==> config.mk <==
export PLATFORM = sky130hd
export DESIGN_NAME = fetch_unit_flat
export DESIGN_NICKNAME = d
export VERILOG_FILES = /design/src/rtl/fetch_unit_if.sv /design/src/rtl/fetch_unit.sv /design/src/flat_wrapper.sv
export SDC_FILE = /design/constraint.sdc
export NUM_CORES = 1
export LEC_CHECK = 0
export CAP_MARGIN = 10
export CORE_MARGIN = 5
export CORE_UTILIZATION = 45
export CTS_CLUSTER_SIZE = 20
export DETAILED_ROUTE_END_ITERATION = 10
export PLACE_DENSITY = 0.76
export SYNTH_ARGS = -nofsm -noshare
export SYNTH_HDL_FRONTEND = slang
export SYNTH_SLANG_ARGS = --single-unit
==> constraint.sdc <==
create_clock -name clk -period 2.8 [get_ports clk]
set_clock_uncertainty 0.1 [all_clocks]
set_input_delay 0.7 -clock clk [delete_from_list [all_inputs] [get_ports clk]]
set_output_delay 0.7 -clock clk [all_outputs]
set_load 0.03 [all_outputs]
==> src/rtl/fetch_unit_if.sv <==
// Instruction-memory request/response bus between fetch_unit (master) and the
// instruction memory (slave). One outstanding request at a time.
interface fetch_unit_if;
  logic        imem_req;
  logic [63:0] imem_addr;
  logic        imem_rvalid;
  logic [31:0] imem_rdata;

  modport master (
    output imem_req,
    output imem_addr,
    input  imem_rvalid,
    input  imem_rdata
  );

  modport slave (
    input  imem_req,
    input  imem_addr,
    output imem_rvalid,
    output imem_rdata
  );
endinterface

==> src/rtl/fetch_unit.sv <==
// Single-outstanding instruction fetch unit with a one-entry buffer feeding IF/ID.
// Optional performance counters are enabled by defining FETCH_PERF_CNT_EN.
module fetch_unit #(
  parameter logic [63:0] RESET_PC = 64'h0
) (
  input  logic          clk,
  input  logic          reset,
  input  logic          stall,
  input  logic          redirect_valid,
  input  logic [63:0]   redirect_pc,
  fetch_unit_if.master  imem,
  output logic [31:0]   instruction,
  output logic [63:0]   A,
  output logic          flush
`ifdef FETCH_PERF_CNT_EN
  ,
  output logic [31:0]   fetch_count,
  output logic [31:0]   stall_count
`endif
);

  typedef enum logic [1:0] {
    StIdle,
    StWait,
    StDiscard
  } state_e;

  state_e      state_q;
  logic [63:0] pc_fetch_q;
  logic [31:0] instr_q;
  logic [63:0] pc_q;
  logic        buf_valid_q;

  logic        issue;
  logic        load;

  // Fetch targets are word aligned; the low redirect bits are deliberately dropped.
  logic        unused_redirect_lsb;
  assign unused_redirect_lsb = ^redirect_pc[1:0];

  // A full buffer may only be overwritten if the consumer takes it this cycle.
  assign issue = (state_q == StIdle) && reset && !redirect_valid &&
                 (!buf_valid_q || !stall);
  assign load  = (state_q == StWait) && imem.imem_rvalid && !redirect_valid;

  always_comb begin
    imem.imem_req  = issue;
    imem.imem_addr = pc_fetch_q;
    instruction    = '0;
    A              = '0;
    if (reset && buf_valid_q) begin
      instruction = instr_q;
      A           = pc_q;
    end
    flush = redirect_valid;
  end

  always_ff @(posedge clk) begin
    if (!reset) begin
      state_q     <= StIdle;
      pc_fetch_q  <= RESET_PC;
      instr_q     <= '0;
      pc_q        <= '0;
      buf_valid_q <= 1'b0;
    end else begin
      if (redirect_valid) begin
        pc_fetch_q  <= {redirect_pc[63:2], 2'b00};
        buf_valid_q <= 1'b0;
      end else if (load) begin
        instr_q     <= imem.imem_rdata;
        pc_q        <= pc_fetch_q;
        buf_valid_q <= 1'b1;
        pc_fetch_q  <= pc_fetch_q + 64'd4;
      end else if (!stall) begin
        buf_valid_q <= 1'b0;
      end

      // A response always retires the outstanding request, kept or not.
      unique case (state_q)
        StIdle: begin
          if (issue) state_q <= StWait;
        end
        StWait: begin
          if (imem.imem_rvalid)    state_q <= StIdle;
          else if (redirect_valid) state_q <= StDiscard;
        end
        StDiscard: begin
          if (imem.imem_rvalid) state_q <= StIdle;
        end
        default: state_q <= StIdle;
      endcase
    end
  end

`ifdef FETCH_PERF_CNT_EN
  logic [31:0] fetch_count_q;
  logic [31:0] stall_count_q;

  always_ff @(posedge clk) begin
    if (!reset) begin
      fetch_count_q <= '0;
      stall_count_q <= '0;
    end else begin
      if (load)                 fetch_count_q <= fetch_count_q + 32'd1;
      if (buf_valid_q && stall) stall_count_q <= stall_count_q + 32'd1;
    end
  end

  assign fetch_count = fetch_count_q;
  assign stall_count = stall_count_q;
`else
`endif

endmodule

==> src/flat_wrapper.sv <==
// flat-port wrapper written by rule: the top's interface ports become plain ports
module fetch_unit_flat 
#(
  parameter logic [63:0] RESET_PC = 64'h0
)
  (clk, reset, stall, redirect_valid, redirect_pc, instruction, A, flush, imem_imem_req, imem_imem_addr, imem_imem_rvalid, imem_imem_rdata);
  fetch_unit_if imem_i ();
  input  logic clk;
  input  logic reset;
  input  logic stall;
  input  logic redirect_valid;
  input  logic [63:0] redirect_pc;
  output logic [31:0] instruction;
  output logic [63:0] A;
  output logic flush;
  output wire logic [$bits(imem_i.imem_req)-1:0] imem_imem_req;
  output wire logic [$bits(imem_i.imem_addr)-1:0] imem_imem_addr;
  input wire logic [$bits(imem_i.imem_rvalid)-1:0] imem_imem_rvalid;
  input wire logic [$bits(imem_i.imem_rdata)-1:0] imem_imem_rdata;
  assign imem_imem_req = imem_i.imem_req;
  assign imem_imem_addr = imem_i.imem_addr;
  assign imem_i.imem_rvalid = imem_imem_rvalid;
  assign imem_i.imem_rdata = imem_imem_rdata;
  fetch_unit #(.RESET_PC(RESET_PC)) u_core (.clk(clk), .reset(reset), .stall(stall), .redirect_valid(redirect_valid), .redirect_pc(redirect_pc), .imem(imem_i), .instruction(instruction), .A(A), .flush(flush));
endmodule
==> impl_metrics.ini <==
[timing]
fmax_ghz = 0.371
hold_viol = 0
whs_ps = 349
worst_pin_slew_ps = 1040
post-route-period-util_pct = 96.2
rsz0062_at_grt = no
slew_violations = 0
relSlewSlack_pct = 30.8
min_period_ps = 2690
setup_viol = 0

[clocking]
post-cts-setup-buffers = 0
htreeDepth = 4
root_buffer = clkbuf_16
cts_num_sinks = 159
hold_buffers = 0
cts.path.max_buffers = 2
numCtsBuffers = 17
clk_pin_slew_ps = 60
cts_tree = done
clock_latency_ps = 420

[layout]
final_common_cell = nand2_1
multi_input_area_um2 = 4160
nFillCells = 1454
final_cell_mix = 232 x nand2_1, 166 x clkdlybuf4s50_1, 158 x dfxtp_1
final_cell_area_um2 = 11100
seqCellArea_um2 = 3180
layout-drive-gt1-share_pct = 16.5
area_delta_synth_final_pct = 44.5
fin_nets = 1371

[floorplan]
rows = 47
core_area_um2 = 16700
fp.dieW_um = 141
start_util_pct = 46.2
die_area_um2 = 19900
die_h_um = 141
ios = 263

[synthesis]
syn_avg_cell_area_um2 = 7.64
yosys_register_bits = 159
synth_ff_type = dfxtp_1
async_flop_share_pct = 0
syn_inst = 1009
synth_cell_types = 65
synth-seq-area-share_pct = 41.3
synth-edff-count = 0
syn-cell-area_um2 = 7710
yosys_warnings = 0

[placement]
placed_area_um2 = 10600
io_buffers = 256
dp_hpwl_um = 18200
routabilityCongestion = 0.896

[grt]
grt_pass1_vias = 8022
grt_usage_pct = 25.8
grt_remaining_overflow = 0
antenna_found_initial = 0
grt_pass1_wl_um = 42200
grt_max_degree = 99

[worst_setup_path]
arrival_ps = 1890
required_ps = 2000
critPathKind = in2out
worst-path-max-fanout = 3
end_kind = output port
startpoint_type = input pin

[drt]
drc = 0
wl_per_cell_um = 17.6
drt_first_iter_violations = 741
vias = 8411
viasPerCell = 5.60
wl_um = 26500
drt-pass1-iter-count = 5
ant_nets = 0

[power_and_ir_drop]
irDropWorstVdd_uv = 425
powerDensity_nw_per_um2 = 494
power_leakage_uw = 0.00441

[job]
drv_cap = 0

[run_status]
status = complete, no violations

[worst_hold_path]
hold_class = reg2reg
## report_power, final
| part | internal (µW) | leakage [µW] | switching (µW) | total [µW] |
|---|---|---|---|---|
| registers | 2340 | 0.00130 | 92.5 | 2430 |
| logic | 346 | 0.00284 | 409 | 754 |
| clock network | 1350 | 0.000275 | 967 | 2310 |
## stage by stage
stage	util (%)	setup TNS, ps	total power (µW)	std cells	setup slack, ps
3_3_place_gp	63.2	-1790	3230	1470	-172
2_1_floorplan	-	0	2840	1012	44.5
4_1_cts	66.7	0	5520	1502	50.6
3_5_place_dp	63.2	-2210	3230	1470	-197
5_1_grt	66.7	0	5690	1502	20.8
6_report	66.7	0	5500	1503	106
## synth_stat cells, types with 2 or more instances
master	n	share of area (%)
a21oi_1	110	7.1
dfxtp_1	159	41
o41ai_1	2	0.23
nor3_1	11	0.71
o31ai_1	13	1.3
o21a_1	3	0.29
buf_1	6	0.29
clkbuf_2	2	0.13
nand2_1	232	11
and3_1	106	8.6
inv_1	7	0.34
nand3_1	27	1.8
and4_1	7	0.80
o211ai_1	3	0.29
or4_2	5	0.57
nor2b_1	4	0.32
or3_1	10	0.81
a31oi_1	20	1.6
xor2_1	19	2.2
a311oi_1	3	0.34
o311a_1	2	0.26
and2_1	2	0.16
and2_2	2	0.19
clkbuf_1	67	3.3
nor4b_1	2	0.23
o21ai_0	38	2.5
clkbuf_8	2	0.36
nand4_1	27	2.2
nand3b_1	2	0.19
nor4_1	11	0.89
buf_4	5	0.49
nor2_1	29	1.4
or4_1	14	1.4
mux2i_1	3	0.39
nand2b_1	2	0.16
xnor2_1	10	1.1
buf_2	3	0.19
a211oi_1	12	1.2
## sequential cells by signal, indices dropped and copies added, names as in the netlist
name,count
u_core.pc_q,62
u_core.instr_q,32
u_core.state_q,2
u_core.buf_valid_q,1
u_core.imem.imem_addr,62
## layout make-up
type / count / area share (%)
diodes: 1 / 0.0225
clock buffers: 21 / 4.04
repair buffers: 325 / 26.1
inverters: 8 / 0.292
flip-flops and latches: 159 / 28.6
well taps: 220 / 2.47
multi-input cells: 758 / 37.3
clock inverters: 11 / 1.18
## worst paths after layout
path | endpoint | slack, ps | cells after the start | startpoint
max | imem_imem_req | 110 | 6 | redirect_valid
min | u_core.pc_q[14]$_SDFFE_PN0P_ | 350 | 2 | u_core.pc_q[14]$_SDFFE_PN0P_
max reg2reg | u_core.imem.imem_addr[57]$_SDFFE_PN0P_ | 270 | 5 | u_core.imem.imem_addr[36]$_SDFFE_PN0P_
min reg2reg | u_core.pc_q[14]$_SDFFE_PN0P_ | 350 | 2 | u_core.pc_q[14]$_SDFFE_PN0P_
## metal layers
metal	global-route usage, %	share of wire [%]	up-vias
met5	0	0	-
met4	7.45	2.0	0
met3	6.16	7.3	42
met2	43.3	48	295
met1	33.1	42	3979
li1	-	-	4095
## cells by family after synthesis
logic type               after synthesis  synth area share, %
AND/OR/NAND/NOR                      506                 33.3
AO/OA/AOI/OAI                        214                 16.0
flip-flops                           159                 41.3
buffers and inverters                 95                 5.37
XOR/XNOR                              29                 3.29
multiplexers                           4                0.535
adder cells (fa/ha/maj)                1                0.162
other                                  1               0.0486
## critical path: stages
cell	delay, ps
clkdlybuf4s50_1	450
buf_4	160
inv_2	70
nand2_1	100
nor4b_2	220
buf_4	200
## repair_timing
action	in CTS	in global routing
setup endpoints to repair	0	1
gates resized for setup	0	1
endpoints found under the hold margin	0	0
(Power assumes the default switching activity.)
